===== src/rtl/cache_pkg.sv =====
// Shared definitions for the cache line fill controller.
//   fill_state_e : controller state encoding (IDLE, ARB, EVICT, FILL)
//   calc_off_w   : byte-offset width of a line, log2(words * bytes per word)
//   calc_wcnt_w  : word counter width, log2(words) plus one bit so that a
//                  count of exactly WORDS_PER_LINE can be represented
package cache_pkg;

  typedef enum logic [1:0] {
    IDLE  = 2'd0,
    ARB   = 2'd1,
    EVICT = 2'd2,
    FILL  = 2'd3
  } fill_state_e;

  function automatic int calc_off_w(input int words, input int word_bytes);
    return $clog2(words * word_bytes);
  endfunction

  function automatic int calc_wcnt_w(input int words);
    return $clog2(words) + 1;
  endfunction

endpackage


===== src/rtl/fill_word_counter.sv =====
// Up-counter with synchronous clear, count enable and terminal-count flag.
//   clk, rst_n : clock, asynchronous active-low reset
//   clr        : return to zero (has priority over en)
//   en         : increment by one
//   cnt        : current count
//   done       : cnt equals TERMINAL
module fill_word_counter #(
  parameter int WIDTH    = 4,
  parameter int TERMINAL = 8
) (
  input  logic             clk,
  input  logic             rst_n,
  input  logic             clr,
  input  logic             en,
  output logic [WIDTH-1:0] cnt,
  output logic             done
);

  logic [WIDTH-1:0] cnt_q;
  logic [WIDTH-1:0] cnt_d;

  always_comb begin
    cnt_d = cnt_q;
    if (clr) begin
      cnt_d = '0;
    end else if (en) begin
      cnt_d = cnt_q + 1'b1;
    end
  end

  always_ff @(posedge clk or negedge rst_n) begin
    if (!rst_n) begin
      cnt_q <= '0;
    end else begin
      cnt_q <= cnt_d;
    end
  end

  assign cnt  = cnt_q;
  assign done = (cnt_q == WIDTH'(TERMINAL));

endmodule


===== src/rtl/cache_line_fill_ctrl.sv =====
// Cache miss controller: optional write-back of a dirty victim line, then a
// word-by-word line fill from main memory, with a response timeout.
//   clk, rst_n        : clock, asynchronous active-low reset
//   miss_detected     : miss strobe from tag match (used in IDLE only)
//   miss_address      : missing byte address
//   victim_dirty      : victim needs write-back (sampled with the miss)
//   victim_tag        : tag of the victim line (sampled with the miss)
//   proceed           : arbiter grant (used in ARB only)
//   mem_data_valid    : memory read response, in request order
//   fsm_busy          : pipeline stall
//   mem_en / mem_we   : memory request strobe / write (evict) qualifier
//   mem_address       : memory request address
//   cache_address     : data-array address (read in EVICT, write in FILL)
//   write_data_array  : data-array write enable
//   write_tag_array   : tag-array write enable, pulses with the last word
//   tag_out           : {miss tag, valid}
//   err               : sticky response-timeout flag, cleared by next miss
module cache_line_fill_ctrl
  import cache_pkg::*;
#(
  parameter int ADDR_W         = 16,
  parameter int WORDS_PER_LINE = 8,
  parameter int WORD_BYTES     = 2,
  parameter int TAG_W          = 6,
  parameter int TIMEOUT        = 16
) (
  input  logic              clk,
  input  logic              rst_n,
  input  logic              miss_detected,
  input  logic [ADDR_W-1:0] miss_address,
  input  logic              victim_dirty,
  input  logic [TAG_W-1:0]  victim_tag,
  input  logic              proceed,
  input  logic              mem_data_valid,
  output logic              fsm_busy,
  output logic              mem_en,
  output logic              mem_we,
  output logic [ADDR_W-1:0] mem_address,
  output logic [ADDR_W-1:0] cache_address,
  output logic              write_data_array,
  output logic              write_tag_array,
  output logic [TAG_W:0]    tag_out,
  output logic              err
);

  localparam int OFF_W  = calc_off_w(WORDS_PER_LINE, WORD_BYTES);
  localparam int WCNT_W = calc_wcnt_w(WORDS_PER_LINE);
  localparam int HI_W   = ADDR_W - OFF_W;
  localparam int IDLE_W = $clog2(TIMEOUT);

  fill_state_e       state_q, state_d;
  // Only the line-aligned upper bits are stored; offsets are concatenated
  // in, so address arithmetic can never carry into index or tag bits.
  logic [HI_W-1:0]   line_hi_q, line_hi_d;
  logic [HI_W-1:0]   victim_hi_q, victim_hi_d;
  logic              dirty_q, dirty_d;
  logic [TAG_W:0]    tag_out_q, tag_out_d;
  logic              err_q, err_d;

  logic [WCNT_W-1:0] req_cnt, rsp_cnt, evict_cnt;
  logic              req_done, rsp_done, evict_last;
  logic [IDLE_W-1:0] idle_cnt;
  logic              idle_last;

  logic in_fill, rsp_valid, rsp_last, timeout_hit, start_ctrs, enter_fill;
  logic unused_sigs;

  function automatic logic [ADDR_W-1:0] word_addr(input logic [HI_W-1:0]   hi,
                                                  input logic [WCNT_W-1:0] idx);
    logic [OFF_W-1:0] off;
    off = OFF_W'(32'(idx) * WORD_BYTES);
    return {hi, off};
  endfunction

  assign in_fill     = (state_q == FILL);
  assign rsp_valid   = in_fill && mem_data_valid && !rsp_done;
  assign rsp_last    = rsp_valid && (rsp_cnt == WCNT_W'(WORDS_PER_LINE - 1));
  // Idle count TIMEOUT-1 plus another silent cycle means TIMEOUT is reached.
  assign timeout_hit = in_fill && !mem_data_valid && idle_last;
  assign start_ctrs  = ((state_q == ARB) && proceed) || ((state_q == EVICT) && evict_last);
  assign enter_fill  = (state_d == FILL) && (state_q != FILL);
  assign unused_sigs = ^{miss_address[OFF_W-1:0], idle_cnt};

  fill_word_counter #(.WIDTH(WCNT_W), .TERMINAL(WORDS_PER_LINE)) u_req_cnt (
    .clk(clk), .rst_n(rst_n), .clr(start_ctrs), .en(in_fill && !req_done),
    .cnt(req_cnt), .done(req_done)
  );

  fill_word_counter #(.WIDTH(WCNT_W), .TERMINAL(WORDS_PER_LINE)) u_rsp_cnt (
    .clk(clk), .rst_n(rst_n), .clr(start_ctrs), .en(rsp_valid),
    .cnt(rsp_cnt), .done(rsp_done)
  );

  fill_word_counter #(.WIDTH(WCNT_W), .TERMINAL(WORDS_PER_LINE - 1)) u_evict_cnt (
    .clk(clk), .rst_n(rst_n), .clr(start_ctrs), .en(state_q == EVICT),
    .cnt(evict_cnt), .done(evict_last)
  );

  fill_word_counter #(.WIDTH(IDLE_W), .TERMINAL(TIMEOUT - 1)) u_idle_cnt (
    .clk(clk), .rst_n(rst_n), .clr(enter_fill || (in_fill && mem_data_valid)),
    .en(in_fill), .cnt(idle_cnt), .done(idle_last)
  );

  // State register
  always_ff @(posedge clk or negedge rst_n) begin
    if (!rst_n) begin
      state_q     <= IDLE;
      line_hi_q   <= '0;
      victim_hi_q <= '0;
      dirty_q     <= 1'b0;
      tag_out_q   <= '0;
      err_q       <= 1'b0;
    end else begin
      state_q     <= state_d;
      line_hi_q   <= line_hi_d;
      victim_hi_q <= victim_hi_d;
      dirty_q     <= dirty_d;
      tag_out_q   <= tag_out_d;
      err_q       <= err_d;
    end
  end

  // Next state
  always_comb begin
    state_d = state_q;
    case (state_q)
      IDLE:    if (miss_detected) state_d = ARB;
      ARB:     if (proceed) state_d = dirty_q ? EVICT : FILL;
      EVICT:   if (evict_last) state_d = FILL;
      FILL:    if (rsp_last || timeout_hit) state_d = IDLE;
      default: state_d = IDLE;
    endcase
  end

  // Miss capture and error flag
  always_comb begin
    line_hi_d   = line_hi_q;
    victim_hi_d = victim_hi_q;
    dirty_d     = dirty_q;
    tag_out_d   = tag_out_q;
    err_d       = err_q;
    if ((state_q == IDLE) && miss_detected) begin
      line_hi_d   = miss_address[ADDR_W-1:OFF_W];
      // Victim shares the miss index; only its tag field differs.
      victim_hi_d = miss_address[ADDR_W-1:OFF_W];
      victim_hi_d[HI_W-1 -: TAG_W] = victim_tag;
      dirty_d     = victim_dirty;
      tag_out_d   = {miss_address[ADDR_W-1 -: TAG_W], 1'b1};
      err_d       = 1'b0;
    end
    if (timeout_hit) begin
      err_d = 1'b1;
    end
  end

  // Outputs
  always_comb begin
    fsm_busy         = (state_q != IDLE);
    mem_en           = 1'b0;
    mem_we           = 1'b0;
    mem_address      = '0;
    cache_address    = '0;
    write_data_array = 1'b0;
    write_tag_array  = 1'b0;
    tag_out          = tag_out_q;
    err              = err_q;
    case (state_q)
      EVICT: begin
        mem_en        = 1'b1;
        mem_we        = 1'b1;
        mem_address   = word_addr(victim_hi_q, evict_cnt);
        cache_address = word_addr(line_hi_q, evict_cnt);
      end
      FILL: begin
        mem_en           = !req_done;
        mem_address      = req_done ? '0 : word_addr(line_hi_q, req_cnt);
        cache_address    = word_addr(line_hi_q, rsp_cnt);
        write_data_array = rsp_valid;
        write_tag_array  = rsp_last;
      end
      default: ;
    endcase
  end

endmodule


===== config.mk =====
export PLATFORM = sky130hd
export DESIGN_NAME = cache_line_fill_ctrl
export DESIGN_NICKNAME = d
export VERILOG_FILES = /design/src/rtl/cache_pkg.sv /design/src/rtl/fill_word_counter.sv /design/src/rtl/cache_line_fill_ctrl.sv
export SDC_FILE = /design/constraint.sdc
export NUM_CORES = 1
export LEC_CHECK = 0
export CORE_MARGIN = 2
export CORE_UTILIZATION = 45
export CTS_CLUSTER_DIAMETER = 50
export CTS_CLUSTER_SIZE = 8
export DETAILED_ROUTE_END_ITERATION = 8
export GPL_ROUTABILITY_DRIVEN = 0
export GPL_TIMING_DRIVEN = 0
export PLACE_DENSITY = 0.9
export SLEW_MARGIN = 20
export SYNTH_ARGS = -nofsm -noshare
export SYNTH_HDL_FRONTEND = slang
export SYNTH_SLANG_ARGS = --single-unit

===== constraint.sdc =====
create_clock -name clk -period 2.9 [get_ports clk]
set_input_delay 0.29 -clock clk [delete_from_list [all_inputs] [get_ports clk]]
set_output_delay 0.29 -clock clk [all_outputs]
set_load 0.01 [all_outputs]

==> results.py, run 1 <==
metrics = {
    "clock_tree": {
        "cts_resized": 0,
        "cts.hold.buffers_added": 1,
        "cts_tree": "done",
        "h-tree-depth": 2,
        "cts-buffers-inserted": 5,
        "root_buffer": "clkbuf_8",
        "clock-sinks": 39,
        "cts_buffer_depth": 2,
        "clk_pin_slew_ns": 0.07,
        "clock_latency_ns": 0.29,
        "post_cts_buffers": 0,
    },
    "floorplan": {
        "die-area_um2": 5520,
        "start_util": 0.468,
        "ios": 73,
        "coreArea_um2": 4750,
        "die_h_um": 74.3,
        "rows": 25,
        "die_w_um": 74.3,
    },
    "grt": {
        "grt_pass1_vias": 1817,
        "antenna_found_initial": 0,
        "overflow": 0,
        "grt_max_degree": 30,
        "grt.total_usage": 0.209,
        "grt_pass1_wl_um": 8690,
    },
    "setup_path": {
        "reg2reg_to": "u_evict_cnt.cnt[1]",
        "r2r_cells": 5,
        "cp.required_ns": 2.61,
        "endpoint_kind": "output pin",
        "critPathMaxStageDelay_ns": 0.56,
        "rr_startpoint": "u_evict_cnt.cnt[0]",
        "slowest_stage": "clkdlybuf4s50_1",
        "critical_path_arrival_ns": 2.32,
        "crit_type": "flop to output pin",
        "crit_path_max_fanout": 7,
        "startpoint_type": "flop",
        "rrSetupSlack_ns": 1.35,
        "crit_start": "u_req_cnt.cnt[0]",
        "cp_cell_sequence": "inv_1 -> ha_1 -> and3b_1 -> a21oi_2 -> and2_1 -> clkdlybuf4s50_1",
        "cp-endpoint": "mem_address[4]",
    },
    "power": {
        "switchingPower_mw": 1.26,
        "vdd_ir_drop_max_mv": 0.589,
        "sw_frac_of_total": 0.376,
        "comb_power_share": 0.588,
        "p_leak_nw": 1.40,
        "clkPwrFrac": 0.106,
        "finalPower_mw": 3.34,
        "p_int_mw": 2.08,
        "power_frac_seq": 0.306,
        "p_per_area_nw_per_um2": 1090,
    },
    "sta": {
        "fin_crit_sh": 0.899,
        "slew_violations": 0,
        "rsz0062_at_grt": "false",
        "hold_slack_ns": 0.409,
        "tns_ns": 0,
        "fin_skew_ns": 0.00622,
        "setup_violations": 0,
        "hold_violations": 0,
        "min_period_ns": 2.61,
        "fmax_mhz": 384,
    },
    "job": {
        "drv_cap": 0,
    },
    "routing": {
        "drtPass1Iterations": 5,
        "postRouteAntennaNets": 0,
        "drtIter0Drc": 81,
        "routed_wl_um": 5240,
        "viasPerCell": 5.24,
        "drc": 0,
        "wl_per_cell_um": 14.9,
        "vias": 1846,
    },
    "layout": {
        "n_antenna_cell": 0,
        "drive_gt1_frac": 0.123,
        "layout.nets": 318,
        "final_common_cell": "clkdlybuf4s50_1",
        "final_cell_mix": "clkdlybuf4s50_1 (65), dfrtp_1 (39), and2_1 (20), mux2_1 (19), a21oi_1 (12)",
        "area_delta_synth_final_pct": 38.4,
    },
    "synth": {
        "ys_types": 50,
        "synth-edff-count": 0,
        "seq_area_frac_synth": 0.439,
        "synth-main-ff-cell": "dfrtp_1",
        "syn_area_um2": 2220,
        "ys_ff_latch": 39,
        "postSynthAreaPerCell_um2": 10.7,
        "async_flop_share": 1.00,
        "yosys_warnings": 0,
        "synth_cells": 208,
    },
    "placement": {
        "dpl.hpwl_um": 3990,
        "port_buffers": 66,
    },
    "run_status": {
        "outcome": "completed",
    },
    "worst_hold_path": {
        "hp-class": "input pin to asynchronous set/reset pin",
    },
}
flip-flops by register name (all words and copies together), names as in the netlist:
name and count:
line_hi_q 12, victim_hi_q 6, u_evict_cnt.cnt 4, u_idle_cnt.cnt 4, u_req_cnt.cnt 4, u_rsp_cnt.cnt 4
state_q 2, dirty_q 1, err 1, tag_out 1
worst min path at each step:
stage	startpoint	to	slack, ns	depth (start not counted)
2_1_floorplan	rst_n	dirty_q	-0.006	0
3_3_place_gp	tag_out[0]	tag_out[0]	0.45	1
3_5_place_dp	rst_n	u_idle_cnt.cnt[2]	0.18	1
4_1_cts	rst_n	u_idle_cnt.cnt[0]	0.41	2
5_1_grt	rst_n	u_idle_cnt.cnt[2]	0.43	2
6_report	rst_n	u_idle_cnt.cnt[2]	0.41	2
cells by family (layout without fill, tap and decap cells):
group                      after synthesis  count (layout)  synth area share
other                                    1               2           0.00169
AOI/OAI and AO/OA                       42              42             0.130
xor gates and xnor gates                 1               1           0.00394
buffers and inverters                   27             103            0.0776
muxes                                   24              24             0.119
and+or+nand+nor                         68              68             0.195
adders and majority gates                6               6            0.0337
DFF                                     39              39             0.439
final cells by class:
| class | count | area, um2 |
|---|---|---|
| Buffer | 17 | 135 |
| Clock buffer | 7 | 76.3 |
| Clock inverter | 1 | 5.00 |
| Fill cell | 385 | 1680 |
| Inverter | 10 | 37.5 |
| Multi-Input combinational cell | 143 | 1080 |
| Sequential cell | 39 | 976 |
| Tap cell | 67 | 83.8 |
| Timing Repair Buffer | 68 | 686 |
critical path: cells and delay by family, from the launching register on:
kind                     cells  cell delay (ns)
AND/OR/NAND/NOR              2             0.42
flip-flops                   1             0.42
AO/OA/AOI/OAI                1             0.32
buffers and inverters        2             0.64
adder cells (fa/ha/maj)      1             0.22
cells in the mapped netlist, types with 2 or more instances:
| master | instances | area share |
|---|---|---|
| and3b_1 | 5 | 0.020 |
| or3_1 | 2 | 0.0056 |
| nor4_1 | 2 | 0.0056 |
| and3_1 | 2 | 0.0056 |
| mux2i_1 | 4 | 0.018 |
| nand3b_1 | 2 | 0.0067 |
| ha_1 | 6 | 0.034 |
| nand3_1 | 9 | 0.020 |
| dfrtp_1 | 39 | 0.44 |
| a22o_1 | 9 | 0.035 |
| nor2_1 | 7 | 0.012 |
| a21o_1 | 2 | 0.0067 |
| mux2_1 | 19 | 0.096 |
| nand2_1 | 5 | 0.0084 |
| buf_6 | 3 | 0.015 |
| buf_2 | 3 | 0.0067 |
| o22ai_1 | 2 | 0.0056 |
| buf_4 | 9 | 0.030 |
| o21ai_0 | 8 | 0.018 |
| inv_1 | 9 | 0.015 |
| and2_1 | 20 | 0.056 |
| nand4b_1 | 2 | 0.0079 |
| a21oi_1 | 12 | 0.027 |
through the flow:
| stage | instances | setup WS (ns) | area [um2] | util |
|---|---|---|---|---|
| after floorplan | 209 | 1.28 | 2230 | - |
| after global placement | 342 | 0.575 | 2970 | 0.625 |
| after detailed placement | 343 | 0.610 | 2990 | 0.628 |
| after CTS | 352 | 0.287 | 3080 | 0.648 |
| after global routing | 352 | 0.149 | 3080 | 0.648 |
| final | 352 | 0.294 | 3080 | 0.648 |
routing by layer:
layer  GRT usage  wire length [um]  vias up
met3      0.0867               507        4
met4      0.0496                41        0
li1            -                 -      880
met5           0                 0        -
met1       0.266              2210      891
met2       0.333              2480       71
power groups by stage:
stage / registers [mW] / clock network, mW / logic (mW)
2_1_floorplan: 0.964 / 0 / 1.09
3_3_place_gp: 1.01 / 0 / 1.91
3_5_place_dp: 1.03 / 0 / 1.97
4_1_cts: 1.02 / 0.363 / 1.99
5_1_grt: 1.06 / 0.386 / 2.15
6_report: 1.02 / 0.355 / 1.97
No activity file was read; power rests on OpenSTA's default activity.
==> run 2, diff against run 1 <==
CORE_MARGIN = 1   (was 2)
CORE_UTILIZATION = 50   (was 45)
PLACE_DENSITY = 0.95   (was 0.9)
SLEW_MARGIN = unset   (was 20)
==> run 2 against run 1 <==
Net effect:
- setup slack worse by 0.065 ns
- routed wire length rose by 4.6%
- first-iteration DRC count is 84% higher
- clock-buffer cell count decreased by 1
- cell area down 0.49%
- register-to-register slack barely moved
- power rose by 4.0%
- worst hold slack lost 0.31 ns
- sequential share of layout area is 0.16 points higher
- critical endpoint is now mem_address[11]
- largest cell class unchanged
- highest routed layer unchanged
==> results.py, run 2 (synthesized netlist as in run 1, its figures left out) <==
metrics = {
    "layout": {
        "n_antenna_cell": 0,
        "layout.nets": 316,
        "final_cell_mix": "clkdlybuf4s50_1 (65), dfrtp_1 (39), and2_1 (20), mux2_1 (19), a21oi_1 (12)",
        "final_common_cell": "clkdlybuf4s50_1",
        "largest_register": "line_hi_q",
        "reg_top3": "line_hi_q: 12 flops, victim_hi_q: 6 flops",
        "drive_gt1_frac": 0.127,
        "largest_reg_flops": 12,
        "n_fill_cell": 299,
        "area_delta_synth_final_pct": 37.7,
    },
    "routing": {
        "routed_wl_um": 5480,
        "drc": 0,
        "vias": 1867,
        "drtIter0Drc": 149,
        "postRouteAntennaNets": 0,
        "drtPass1Iterations": 4,
        "wl_per_cell_um": 16.4,
        "viasPerCell": 5.61,
    },
    "sta": {
        "slew_violations": 0,
        "tns_ns": 0,
        "fmax_mhz": 374,
        "rsz0062_at_grt": "false",
        "hold_violations": 0,
        "slew_headroom": 0.418,
        "worst_pin_slew_ns": 0.873,
        "fin_skew_ns": 0.00662,
        "setup_violations": 0,
        "min_period_ns": 2.67,
        "fin_crit_sh": 0.921,
    },
    "job": {
        "drv_cap": 0,
    },
    "floorplan": {
        "coreArea_um2": 4140,
        "die_h_um": 68.7,
        "die-area_um2": 4720,
        "die_w_um": 68.7,
        "rows": 23,
        "ios": 73,
        "start_util": 0.537,
    },
    "clock_tree": {
        "cts-buffers-inserted": 5,
        "clock-sinks": 39,
        "cts_buffer_depth": 2,
        "cts.hold.buffers_added": 0,
        "h-tree-depth": 2,
        "clock_latency_ns": 0.30,
        "clk_pin_slew_ns": 0.08,
        "cts_resized": 0,
        "root_buffer": "clkbuf_8",
        "post_cts_buffers": 0,
        "cts_tree": "done",
    },
    "grt": {
        "grt_pass1_vias": 1777,
        "overflow": 0,
        "grt_pass1_wl_um": 8550,
        "grt.total_usage": 0.253,
        "grt_max_degree": 40,
        "antenna_found_initial": 0,
    },
    "setup_path": {
        "startpoint_type": "flop",
        "critical_path_arrival_ns": 2.38,
        "crit_type": "flop to output pin",
        "endpoint_kind": "output pin",
        "crit_path_max_fanout": 8,
        "cp.required_ns": 2.61,
        "rrSetupSlack_ns": 1.36,
        "r2r_cells": 5,
    },
    "run_status": {
        "outcome": "completed",
    },
    "power": {
        "vdd_ir_drop_max_mv": 0.596,
        "p_leak_nw": 1.41,
        "p_per_area_nw_per_um2": 1130,
        "finalPower_mw": 3.48,
    },
    "placement": {
        "port_buffers": 66,
        "dpl.hpwl_um": 3760,
    },
    "worst_hold_path": {
        "hp-class": "input pin to asynchronous set/reset pin",
    },
}
## run 2: cell count changes in the layout (fill, tap and decap cells not counted)
cell and delta:
clkbuf_8 +1, clkbuf_1 -2, bufinv_16 +1, dlygate4sd3_1 -1, buf_12 -1
## run 2: layer usage
metal  vias up  global-route usage  part of all wire
li1        877                   -                 -
met4         0              0.0867             0.021
met1       920               0.312              0.42
met2        60               0.431              0.51
met5         -                   0                 0
met3        10              0.0609             0.044
## run 2: final timing paths
check / from / endpoint
max: u_req_cnt.cnt[0] / mem_address[11]
min: rst_n / line_hi_q[1]
max reg2reg: u_evict_cnt.cnt[0] / u_evict_cnt.cnt[3]
min reg2reg: tag_out[0] / tag_out[0]
max in group asynchronous: rst_n / state_q[0]
min in group clk: tag_out[0] / tag_out[0]
## run 2: layout make-up
cell class	count	area, um2	share of cell area
Buffer	17	135	0.0441
Sequential cell	39	976	0.318
Timing Repair Buffer	66	656	0.214
Multi-Input combinational cell	143	1080	0.352
Tap cell	50	62.6	0.0204
Clock inverter	2	35.0	0.0114
Inverter	10	37.5	0.0122
Clock buffer	6	82.6	0.0269
## run 2: report_power, final
group	total (mW)	leakage (nW)	switching, mW	internal (mW)
clock network	0.478	0.0612	0.200	0.279
logic	1.97	0.865	0.848	1.12
registers	1.03	0.482	0.239	0.794
total	3.48	1.41	1.29	2.19
## run 2: critical path, cell delays in order (launching register included)
cell	delay (ns)
dfrtp_1	0.42
inv_1	0.08
ha_1	0.22
and3b_1	0.25
nor2_2	0.34
a22o_1	0.21
clkdlybuf4s50_1	0.55
## run 2: per-stage QoR
| step | instances | cell area [um2] | hold slack (ns) | utilization | setup slack (ns) |
|---|---|---|---|---|---|
| finish | 333 | 3060 | 0.0986 | 0.739 | 0.229 |
| global placement | 325 | 2950 | 0.452 | 0.712 | 0.601 |
| global route | 333 | 3060 | 0.160 | 0.739 | 0.0970 |
| CTS | 333 | 3060 | 0.139 | 0.739 | 0.243 |
| floorplan | 209 | 2230 | -0.00559 | - | 1.28 |
| detailed placement | 325 | 2950 | 0.460 | 0.711 | 0.594 |
==> run 3, diff against run 2 <==
GPL_ROUTABILITY_DRIVEN = unset   (was 0)
==> results of run 3 <==
Final layout, timing and power as in run 2 (identical DEF).
